### src/rtl/elm_engine_scheduler_pkg.sv
// Shared definitions for the ELM engine scheduler: FSM encoding, default sizes
// and the digit reported when the engine never answers.
package elm_engine_scheduler_pkg;

  localparam int         NUM_BITS_DEF  = 256;
  localparam int         TIMEOUT_DEF   = 4096;
  localparam logic [3:0] TIMEOUT_DIGIT = 4'hF;

  typedef enum logic [1:0] {
    ST_IDLE     = 2'd0,
    ST_STREAM   = 2'd1,
    ST_WAIT_RES = 2'd2,
    ST_RESULT   = 2'd3
  } sched_state_e;

  function automatic logic [15:0] sat_inc16(input logic [15:0] v);
    return (v == 16'hFFFF) ? v : v + 16'd1;
  endfunction

endpackage

### src/rtl/elm_rr_arbiter2.sv
// Two-way round-robin arbiter: one-hot grant, priority flips to the other
// requester whenever a grant is accepted.
module elm_rr_arbiter2
  import elm_engine_scheduler_pkg::*;
(
  input  logic       clk,
  input  logic       rst_n,
  input  logic [1:0] req_i,
  input  logic       accept_i,
  output logic [1:0] grant_o
);

  // prio_q = 1 means requester 1 wins a tie.
  logic prio_q;
  logic prio_d;

  always_comb begin
    grant_o = req_i;
    if (req_i == 2'b11) begin
      grant_o = prio_q ? 2'b10 : 2'b01;
    end
  end

  assign prio_d = (accept_i && (grant_o != 2'b00)) ? grant_o[0] : prio_q;

  always_ff @(posedge clk or negedge rst_n) begin
    if (!rst_n) begin
      prio_q <= 1'b0;
    end else begin
      prio_q <= prio_d;
    end
  end

endmodule

### src/rtl/elm_engine_scheduler.sv
// Arbitrates two requesters onto one serial inference engine: captures a vector,
// streams it MSB-first on demand, then reports the engine digit or a timeout.
module elm_engine_scheduler
  import elm_engine_scheduler_pkg::*;
#(
  parameter int NUM_BITS = NUM_BITS_DEF,
  parameter int TIMEOUT  = TIMEOUT_DEF
) (
  input  logic                clk,
  input  logic                rst_n,
  input  logic                req0_valid,
  input  logic                req1_valid,
  input  logic [NUM_BITS-1:0] req0_vec,
  input  logic [NUM_BITS-1:0] req1_vec,
  output logic                req0_ready,
  output logic                req1_ready,
  output logic                eng_start,
  output logic                eng_din,
  output logic                eng_din_valid,
  input  logic                eng_give_input,
  input  logic [3:0]          eng_hw_digit,
  input  logic                eng_output_valid,
  output logic                res_valid,
  output logic                res_id,
  output logic [3:0]          res_digit,
  output logic                res_timeout,
  output logic [15:0]         done_cnt
);

  localparam int BCW = $clog2(NUM_BITS) + 1;
  localparam int TCW = $clog2(TIMEOUT) + 1;
  localparam logic [BCW-1:0] LAST_BIT  = BCW'(NUM_BITS - 1);
  localparam logic [TCW-1:0] LAST_TICK = TCW'(TIMEOUT - 1);

  sched_state_e        state_q;
  logic [NUM_BITS-1:0] shift_q;
  logic [BCW-1:0]      bit_cnt_q;
  logic [TCW-1:0]      tmo_cnt_q;
  logic                eng_start_q;
  logic                eng_din_q;
  logic                res_valid_q;
  logic                res_id_q;
  logic [3:0]          res_digit_q;
  logic                res_timeout_q;
  logic [15:0]         done_cnt_q;

  logic [1:0]          grant;
  logic                accept;

  // Gated by rst_n so no ready pulse can escape while reset is held.
  assign accept = (state_q == ST_IDLE) && rst_n && (req0_valid || req1_valid);

  elm_rr_arbiter2 u_arb (
    .clk      (clk),
    .rst_n    (rst_n),
    .req_i    ({req1_valid, req0_valid}),
    .accept_i (accept),
    .grant_o  (grant)
  );

  assign req0_ready    = accept && grant[0];
  assign req1_ready    = accept && grant[1];
  assign eng_din_valid = (state_q != ST_IDLE) || req0_valid || req1_valid;
  assign eng_start     = eng_start_q;
  assign eng_din       = eng_din_q;
  assign res_valid     = res_valid_q;
  assign res_id        = res_id_q;
  assign res_digit     = res_digit_q;
  assign res_timeout   = res_timeout_q;
  assign done_cnt      = done_cnt_q;

  always_ff @(posedge clk or negedge rst_n) begin
    if (!rst_n) begin
      state_q       <= ST_IDLE;
      shift_q       <= '0;
      bit_cnt_q     <= '0;
      tmo_cnt_q     <= '0;
      eng_start_q   <= 1'b0;
      eng_din_q     <= 1'b0;
      res_valid_q   <= 1'b0;
      res_id_q      <= 1'b0;
      res_digit_q   <= 4'h0;
      res_timeout_q <= 1'b0;
      done_cnt_q    <= 16'h0000;
    end else begin
      eng_start_q <= 1'b1;
      res_valid_q <= 1'b0;
      case (state_q)
        ST_IDLE: begin
          if (accept) begin
            shift_q   <= grant[1] ? req1_vec : req0_vec;
            res_id_q  <= grant[1];
            bit_cnt_q <= '0;
            state_q   <= ST_STREAM;
          end
        end
        ST_STREAM: begin
          if (eng_give_input) begin
            eng_din_q <= shift_q[NUM_BITS-1];
            shift_q   <= shift_q << 1;
            bit_cnt_q <= bit_cnt_q + BCW'(1);
            if (bit_cnt_q == LAST_BIT) begin
              tmo_cnt_q <= '0;
              state_q   <= ST_WAIT_RES;
            end
          end
        end
        ST_WAIT_RES: begin
          if (eng_output_valid) begin
            res_digit_q   <= eng_hw_digit;
            res_timeout_q <= 1'b0;
            res_valid_q   <= 1'b1;
            done_cnt_q    <= sat_inc16(done_cnt_q);
            state_q       <= ST_RESULT;
          end else if (tmo_cnt_q == LAST_TICK) begin
            res_digit_q   <= TIMEOUT_DIGIT;
            res_timeout_q <= 1'b1;
            res_valid_q   <= 1'b1;
            done_cnt_q    <= sat_inc16(done_cnt_q);
            state_q       <= ST_RESULT;
          end else begin
            tmo_cnt_q <= tmo_cnt_q + TCW'(1);
          end
        end
        ST_RESULT: state_q <= ST_IDLE;
        default:   state_q <= ST_IDLE;
      endcase
    end
  end

endmodule

### config.mk
export PLATFORM = sky130hd
export DESIGN_NAME = elm_engine_scheduler
export DESIGN_NICKNAME = d
export VERILOG_FILES = /design/src/rtl/elm_engine_scheduler_pkg.sv /design/src/rtl/elm_rr_arbiter2.sv /design/src/rtl/elm_engine_scheduler.sv
export SDC_FILE = /design/constraint.sdc
export NUM_CORES = 1
export LEC_CHECK = 0
export CAP_MARGIN = 40
export CORE_MARGIN = 4
export CORE_UTILIZATION = 25
export DETAILED_ROUTE_END_ITERATION = 8
export PLACE_DENSITY = 0.54
export SETUP_SLACK_MARGIN = 0.02
export SYNTH_ARGS = -nofsm -noshare
export SYNTH_HDL_FRONTEND = slang
export SYNTH_SLANG_ARGS = --single-unit
export TNS_END_PERCENT = 100
### constraint.sdc
create_clock -name clk -period 2.3 [get_ports clk]
set_clock_uncertainty 0.2 [all_clocks]
set_input_delay 0.345 -clock clk [delete_from_list [all_inputs] [get_ports clk]]
set_output_delay 0.345 -clock clk [all_outputs]
set_load 0.1 [all_outputs]
==> results of run 1 <==
## registers in the layout (all words and copies together) (netlist names), 2 cells and up
register	count
done_cnt	16
shift_q	256
tmo_cnt_q	13
bit_cnt_q	9
state_q	2
res_digit	4
## layer usage
layer  vias up  track usage [%]  share of wire (%)
li1       7118                -                  -
met1      7137             18.4                 44
met2       368             25.6                 49
met3        79             3.05                5.3
met4         2             3.69                1.9
met5         -                0              0.020
## per-stage QoR
step	hold slack (ns)	area, sq um	worst slack [ns]
floorplan	-0.151	17100	-0.0271
global placement	-0.0509	24500	-0.471
detailed placement	-0.0512	24500	-0.488
CTS	0.0708	26400	-0.225
global route	0.0668	27600	-0.266
finish	0.101	27600	-0.195
## area by class of cell
| cell class | count | area share [%] |
|---|---|---|
| antenna | 1 | 0.00908 |
| clock buffer | 57 | 4.15 |
| clock inverter | 15 | 0.504 |
| inverter | 10 | 0.145 |
| multi-input combinational | 1199 | 34.0 |
| sequential | 306 | 27.9 |
| tap | 873 | 3.96 |
| timing repair buffer | 735 | 29.4 |
## worst max-delay path: stages (launching register included)
cell     delay [ns]
dfrtp_1        0.41
inv_2          0.08
buf_6          0.09
ha_4           0.13
buf_6          0.11
inv_4          0.04
or3_4          0.35
buf_12         0.18
## path summary, 6_finish.rpt
path	slack, ns	endpoint	cells past startpoint
worst min-delay path	0.10	eng_start	2
min in group clk	0.13	u_arb.prio_q	4
worst max register to register	-0.18	shift_q[71]	10
worst max-delay path	-0.20	eng_din_valid	7
max in group asynchronous	0.42	shift_q[13]	3
worst min register to register	0.28	res_id	1
## cell usage in the layout (no fill, tap or decap), types with 12 or more instances in the layout
master / n
buf_16: 17
buf_12: 33
mux2_4: 77
mux2_1: 42
nand4_1: 12
nor2_1: 12
buf_6: 20
buf_8: 15
clkdlybuf4s50_1: 520
dfrtp_2: 16
dfrtp_1: 290
mux2_2: 141
buf_4: 110
mux2i_1: 253
o21ai_0: 265
xnor2_1: 13
nand2_1: 281
clkbuf_16: 57
## cells by family after synthesis
family,share of synthesized area (%)
other cells,0.0220
xor+xnor,0.978
fa+ha+maj,0.588
compound gates,9.65
simple gates,8.28
flops,45.0
buf+inv,3.21
mux,32.3
## report_power, final
group | internal, mW | switching, mW
clock | 3.68 | 2.42
combinational | 10.5 | 7.79
sequential | 8.00 | 1.33
## repair_timing
action | in CTS | in global routing
endpoints found under the setup margin | 171 | 289
hold buffers | 1 | 0
pin swaps | 8 | 10
cloned | 9 | 20
gates resized for setup | 73 | 138
hold endpoints to repair | 306 | 0
setup buffers | 14 | 11
==> impl_metrics.ini, run 1 <==
[critical_path]
cp.arrival_ns = 1.95
worstPathMaxFanout = 3
endpoint_kind = primary output
worstPathRequired_ns = 1.75
cp-start-kind = flop
path_class = reg2out
cp-startpoint = state_q[0]
r2r-start = state_q[1]

[power_and_ir_drop]
p_per_area_mw_per_mm2 = 1220
p_total_mw = 33.8
ir_drop_v = 0.000618
power_leakage_nw = 11.9

[sta]
fmax_mhz = 401
setup_viol = 211
setup_tns_ns = -17.87
rsz0062_at_grt = yes
period_share_pct = 108
tightest_slew_ns = 1.08
final-max-slew-violation-count = 0
slew_headroom_pct = 27.9
hold_viol_final = 0
min_period_ns = 2.50
fin_ws_ns = -0.195

[synthesis]
syn_nets = 2164
synth_warnings = 0
synthTopCellsByArea = dfrtp_1, mux2i_1, mux2_2
synthCells = 1634
syn_area_per_cell_sq_um = 10.4
synth_flop_cell = dfrtp_1
synth.top_cell.area_share_pct = 45.0
synth-edff-count = 0
async_flop_share_pct = 100
yosys-top-cells-count = dfrtp_1, nand2_1, o21ai_0
synth-seq-area-share_pct = 45.0
yosysTopAreaCell = dfrtp_1
syn_area_sq_mm = 0.0170
synth_cell_types = 45
ys_seq_elements = 306
synth.most_common_cell = dfrtp_1

[global_route]
grt_max_degree = 161
grt_usage_pct = 14.6
grt_pass1_vias = 15200
antenna_found_initial = 2
grt_overflow = 0
grt_pass1_wl_microns = 83600

[place]
place_congestion = 0.802
place_hpwl_microns = 41500
portBuffers = 549
dp_cells = 3070

[detailed_routing]
antenna_left = 0
wl_per_cell_microns = 18.4
dr.pass1.iters = 7
routed_wl_microns = 58700
via_per_inst = 4.60
num_vias = 14700
route.detailed.drc = 0
drtIter0Drc = 631

[layout]
multiInputGateArea_sq_mm = 0.00937
nFillCells = 6352
finish.utilization_pct = 41.0
finalNonFillerCells = 3196
area_delta_synth_final_pct = 62.0
final-seq-area_sq_mm = 0.00768
final_nets = 2821
drive_gt1_share_pct = 23.9

[floorplan]
initial_utilization_pct = 25.3
fp.dieArea_sq_mm = 0.0723
rows = 95
die_w_microns = 269
coreArea_sq_mm = 0.0673
chipHeight_microns = 269
ioPinCount = 550

[clock_network]
clockBufferDepth = 3
cts_tree = built
numCtsBuffers = 39
cts_sinks = 306
cts-root-buf = clkbuf_16
clock_latency_ns = 0.54
clkTransAtPathRegs_ns = 0.06
cts_htree_levels = 2

[status]
outcome = finished, violations left
violations = negative setup slack

[hold_path]
hp-class = in2async

[job]
maxCapViolations = 0
Note: power is estimated with default switching activity, not from simulation.
==> run 2: changes to the inputs <==
--- a/config.mk
+++ b/config.mk
@@ -9,9 +9,10 @@
 export CORE_MARGIN = 4
 export CORE_UTILIZATION = 25
 export DETAILED_ROUTE_END_ITERATION = 8
-export PLACE_DENSITY = 0.54
+export PLACE_DENSITY = 0.55
 export SETUP_SLACK_MARGIN = 0.02
 export SYNTH_ARGS = -nofsm -noshare
 export SYNTH_HDL_FRONTEND = slang
+export SYNTH_HIERARCHICAL = 1
 export SYNTH_SLANG_ARGS = --single-unit
 export TNS_END_PERCENT = 100
==> run 2 against run 1 <==
The flow still finishes with violations (negative setup slack). Utilization is 0.66 points higher. Critical path depth is the same. Final area is essentially flat. First-iteration DRC count grew 40%. Power grew 1.2%. Sequential share of layout area hardly changed. Largest cell class is now non-clock buffers. Count of clock-buffer cells in the layout unchanged.
==> impl_metrics.ini, run 2 <==
[clock_network]
cts_htree_levels = 2
numCtsBuffers = 37
cts-root-buf = clkbuf_16
cts_sinks = 306
clkTransAtPathRegs_ns = 0.06
cts_tree = built
clock_latency_ns = 0.55
clockBufferDepth = 3

[synthesis]
ys_seq_elements = 306
synthCells = 1938
yosys-top-cells-count = dfrtp_1, nand2_1, nor2_1
yosysTopAreaCell = dfrtp_1
synth-seq-area-share_pct = 45.6
synth.most_common_cell = dfrtp_1
synth.top_cell.area_share_pct = 45.6
synth_warnings = 6
syn_nets = 2468
synthTopCellsByArea = dfrtp_1, mux2i_1, a21oi_1
synth_cell_types = 61
syn_area_sq_mm = 0.0168
synth_flop_cell = dfrtp_1
synth-edff-count = 0
async_flop_share_pct = 100
syn_area_per_cell_sq_um = 8.66

[critical_path]
slowest_delay_ns = 0.39
r2r-start = state_q[0]
critPathTopFamily = buffers and inverters
cp-startpoint = state_q[0]
slowest_stage = dfrtp_1
cp_num_buf_inv = 5
endpoint_kind = primary output
cp-start-kind = flop
crit_path_cell_trace = inv_2 > buf_6 > ha_4 > buf_6 > inv_2 > or3_4 > buf_12
cp.arrival_ns = 1.87
path_class = reg2out
worstPathRequired_ns = 1.75
worstPathMaxFanout = 3

[sta]
period_share_pct = 105
hold_viol_final = 0
whs_ns = 0.217
tightest_slew_ns = 0.954
rsz0062_at_grt = yes
fin_ws_ns = -0.117
setup_viol = 138
fmax_mhz = 414
setup_tns_ns = -3.67
slew_headroom_pct = 36.4
final-max-slew-violation-count = 0
min_period_ns = 2.42

[detailed_routing]
num_vias = 16500
routed_wl_microns = 63400
wl_per_cell_microns = 18.2
route.detailed.drc = 0
antenna_left = 0
dr.pass1.iters = 4
wl_met1_microns = 27300
routed-wl-met2_microns = 31800
via_per_inst = 4.73
wl_met3_microns = 3100
drtIter0Drc = 885
top_layer = met4

[global_route]
grt_pass1_vias = 16200
grt_max_degree = 152
grt_pass1_wl_microns = 84600
grt_overflow = 0
grt_usage_pct = 14.5
antenna_found_initial = 1

[status]
violations = negative setup slack
outcome = finished, violations left

[layout]
final-seq-area_sq_mm = 0.00768
diodes = 0
largest_register_ffs = 256
final_nets = 3130
final_cell_mix = clkdlybuf4s50_1, dfrtp_1, nand2_1
drive_gt1_share_pct = 14.2
nFillCells = 6462
multiInputGateArea_sq_mm = 0.00868
stdcell_area_sq_mm = 0.0276
finish.utilization_pct = 41.6
area_delta_synth_final_pct = 64.2
layout_commonest_cell = clkdlybuf4s50_1
registers.top_by_ff_count = shift_q
finalNonFillerCells = 3491

[floorplan]
coreArea_sq_mm = 0.0662
fp.dieArea_sq_mm = 0.0714
rows = 94
ioPinCount = 550
chipHeight_microns = 267
die_w_microns = 267
initial_utilization_pct = 25.4

[place]
portBuffers = 549
post-place-ws_ns = -0.387
place_congestion = 0.809
place_hpwl_microns = 42000
placed_area_sq_mm = 0.0239
dp_cells = 3313

[power_and_ir_drop]
p_total_mw = 34.2
ir_drop_v = 0.000546
power_leakage_nw = 12.1
p_per_area_mw_per_mm2 = 1240

[hold_path]
hp-class = in2reg
worstHoldStart = eng_hw_digit[3]

[job]
maxCapViolations = 0
## run 2: changes by cell type after synthesis, moves of 8 or more
cell      previous run  this run
xnor2_1             14         2
mux2_2             181         6
xor2_1               5        14
nand2_1            283       275
a21oi_1              6       262
mux2_1              79         0
clkbuf_1            71        93
o31ai_1              6        20
nor2_1              14       266
## run 2: path summary, 6_finish.rpt
| kind | to | slack, ns | cells past startpoint |
|---|---|---|---|
| max reg2reg | done_cnt[15] | -0.09 | 7 |
| min reg2reg | shift_q[98] | 0.28 | 2 |
| min in group asynchronous | shift_q[242] | 0.25 | 3 |
| min | res_digit[3] | 0.22 | 2 |
| max in group asynchronous | shift_q[102] | 0.75 | 3 |
| max | eng_din_valid | -0.12 | 7 |
## run 2: what timing repair did
action	CTS	global route
cloned	1	73
pin swaps	7	18
setup buffers	9	29
hold buffers	1	0
setup endpoints to repair	12	265
endpoints found under the hold margin	306	0
resized for setup	24	179
## run 2: cell families after synthesis
family                   Yosys count  synth area share [%]
AO/OA/AOI/OAI                    576                  18.2
XOR/XNOR                          16                 0.835
adder cells (fa/ha/maj)            8                 0.596
buffers and inverters            161                  4.03
flip-flops                       306                  45.6
multiplexers                     263                  15.7
other                              1                0.0223
AND/OR/NAND/NOR                  607                  14.9
## run 2: area by class of cell
type / instances / share of cell area (%)
Timing Repair Buffer: 773 / 32.2
Multi-Input combinational cell: 1472 / 31.5
Sequential cell: 306 / 27.9
Clock buffer: 57 / 3.96
Tap cell: 864 / 3.92
Clock inverter: 9 / 0.463
Inverter: 10 / 0.145
## run 2: metal layers
metal	global-route usage [%]	vias up
li1	-	8063
met4	3.54	0
met5	0	-
met2	26.3	472
met1	18.0	7907
met3	2.53	76
## run 2: power breakdown
part           total, mW  internal (mW)  switching, mW
clock               5.96           3.60           2.36
sequential          9.15           7.76           1.39
combinational       19.1           9.44           9.62
## run 2: worst register-to-register path: cells and delay by family (launching register included)
family                     cells  cell delay, ns
adders and majority gates      1            0.17
and+or+nand+nor                3            1.10
buffers and inverters          2            0.19
DFF                            1            0.39
AOI/OAI and AO/OA              1            0.22
==> run 3: changes to the inputs <==
--- a/config.mk
+++ b/config.mk
@@ -6,7 +6,7 @@
 export NUM_CORES = 1
 export LEC_CHECK = 0
 export CAP_MARGIN = 40
-export CORE_MARGIN = 4
+export CORE_MARGIN = 2
 export CORE_UTILIZATION = 25
 export DETAILED_ROUTE_END_ITERATION = 8
 export PLACE_DENSITY = 0.55
==> run 3 against run 2 <==
The flow still finishes with violations (negative setup slack). Die area shrank 3.0%. Sequential cell count unchanged. First-iteration DRC count is 3.8% lower. Largest power group unchanged. Clock power rose by 11%. Global-route usage hardly changed. Power fell by 1.3%. Combinational power decreased by 6%. Sequential share of layout area grew 0.090 points. Hold slack lost 0.11 ns. Critical endpoint unchanged. Utilization is 0.50 points lower. Routed wire length is 8.2% lower. Via count decreased by 2.9%.
==> impl_metrics.ini, run 3 (synthesis results as in run 2) <==
[layout]
final_nets = 3099
layout_commonest_cell = clkdlybuf4s50_1
registers.top_by_ff_count = shift_q
multiInputGateArea_sq_mm = 0.00907
largest_register_ffs = 256
area_delta_synth_final_pct = 63.7
final-seq-area_sq_mm = 0.00768
finish.utilization_pct = 41.1
drive_gt1_share_pct = 16.9
finalNonFillerCells = 3469
nFillCells = 6470
diodes = 0
final_cell_mix = clkdlybuf4s50_1, dfrtp_1, nor2_1

[sta]
min_period_ns = 2.41
setup_tns_ns = -2.75
fin_ws_ns = -0.106
hold_viol_final = 0
fmax_mhz = 416
slew_headroom_pct = 36.4
tightest_slew_ns = 0.955
setup_viol = 81
period_share_pct = 105
final-max-slew-violation-count = 0
rsz0062_at_grt = yes

[critical_path]
worst_r2r_endpoint = shift_q[59]
worstPathRequired_ns = 1.75
slowest_stage = dfrtp_1
slowest_delay_ns = 0.39
crit_path_cell_trace = inv_2 > buf_6 > ha_4 > inv_1 > or3_4 > buf_12
cp_num_buf_inv = 4
cp-start-kind = flop
rr_worst_depth = 14
r2r-start = state_q[0]
endpoint_kind = primary output
path_class = reg2out
r2r_slack_ns = -0.09
critPathTopFamily = buffers and inverters
cp.arrival_ns = 1.86
worstPathMaxFanout = 3

[status]
outcome = finished, violations left
violations = negative setup slack

[detailed_routing]
antenna_left = 0
routed_wl_microns = 58200
route.detailed.drc = 0
drtIter0Drc = 851
num_vias = 16000
wl_per_cell_microns = 16.8
dr.pass1.iters = 7
via_per_inst = 4.62

[power_and_ir_drop]
power_switching_mw = 13.3
power_leakage_nw = 11.9
comb_power_share_pct = 53.0
p_int_mw = 20.5
p_clk_share_pct = 19.6
switching_share_pct = 39.3
ir_drop_v = 0.000514
pwr-share-seq_pct = 27.4
p_total_mw = 33.7
p_per_area_mw_per_mm2 = 1230

[clock_network]
clock_latency_ns = 0.54
clkTransAtPathRegs_ns = 0.06
cts_htree_levels = 2
clockBufferDepth = 3
cts-root-buf = clkbuf_16
numCtsBuffers = 38
cts_tree = built
cts_sinks = 306

[global_route]
grt_usage_pct = 14.5
antenna_found_initial = 1
grt_pass1_wl_microns = 82300
grt_max_degree = 145
grt_overflow = 0
grt_pass1_vias = 15800

[place]
dp_cells = 3321
portBuffers = 549
place_congestion = 0.806
place_hpwl_microns = 39200

[hold_path]
hp-class = in2reg
min_to = res_id
worstHoldStart = rst_n
hold_path_depth = 4

[floorplan]
fp.dieArea_sq_mm = 0.0692
coreArea_sq_mm = 0.0668
chipHeight_microns = 263
initial_utilization_pct = 25.1
rows = 95
die_w_microns = 263
ioPinCount = 550

[job]
maxCapViolations = 0
run 3: how the worst max path moves through the flow:
stage	endpoint	cells after the start	start
after floorplan	done_cnt[1]	4	done_cnt[15]
after global placement	shift_q[40]	8	req1_valid
after detailed placement	shift_q[40]	8	req0_valid
after CTS	req1_ready	8	state_q[0]
after global routing	shift_q[124]	14	state_q[0]
final	eng_din_valid	6	state_q[0]
run 3: per-layer routing:
| metal | GRT usage [%] | vias up | wire [microns] | part of all wire, % |
|---|---|---|---|---|
| met5 | 0 | - | 0 | 0 |
| met4 | 3.35 | 0 | 964 | 1.7 |
| met3 | 2.67 | 60 | 2470 | 4.2 |
| met2 | 25.6 | 414 | 29600 | 51 |
| met1 | 18.4 | 7556 | 25200 | 43 |
| li1 | - | 8012 | - | - |
run 3: layout make-up:
type                       count  area share (%)
clock buffer                  49            3.87
tap                          873            3.98
sequential                   306            27.9
multi-input combinational   1472            33.0
timing repair buffer         741            29.9
clock inverter                18            1.11
inverter                      10           0.146
run 3: power groups by stage:
stage / registers [mW] / clock network, mW / logic, mW
2_1_floorplan: 9.56 / 0 / 7.82
3_3_place_gp: 9.16 / 0 / 12.6
5_1_grt: 9.52 / 7.03 / 19.6
4_1_cts: 9.16 / 6.81 / 13.1
3_5_place_dp: 9.21 / 0 / 12.9
6_report: 9.25 / 6.61 / 17.9
run 3: timing repair:
item | in CTS | in global routing
setup endpoints to repair | 10 | 144
gates resized for setup | 21 | 371
hold buffers | 1 | 0
hold endpoints to repair | 306 | 0
setup buffers | 8 | 25
pin swaps | 9 | 37
cloned | 1 | 47
run 3: worst reg2reg max path: stages (launching register included):
cell and delay [ns]:
dfrtp_1 0.36, inv_2 0.05, buf_6 0.11, ha_4 0.17, o211ai_4 0.08, inv_2 0.06
buf_4 0.12, buf_4 0.13, o21ai_4 0.28, buf_8 0.19, buf_12 0.17, buf_12 0.15
clkbuf_16 0.14, nand2_1 0.05, o21ai_1 0.07
run 3: metrics by stage:
stage	worst slack, ns	hold WS, ns	instance area [sq um]
3_5_place_dp	-0.238	0.197	23900
2_1_floorplan	-0.0753	-0.151	16800
3_3_place_gp	-0.232	0.197	23900
5_1_grt	-0.178	0.0809	27500
6_report	-0.106	0.103	27500
4_1_cts	-0.152	0.0622	25400
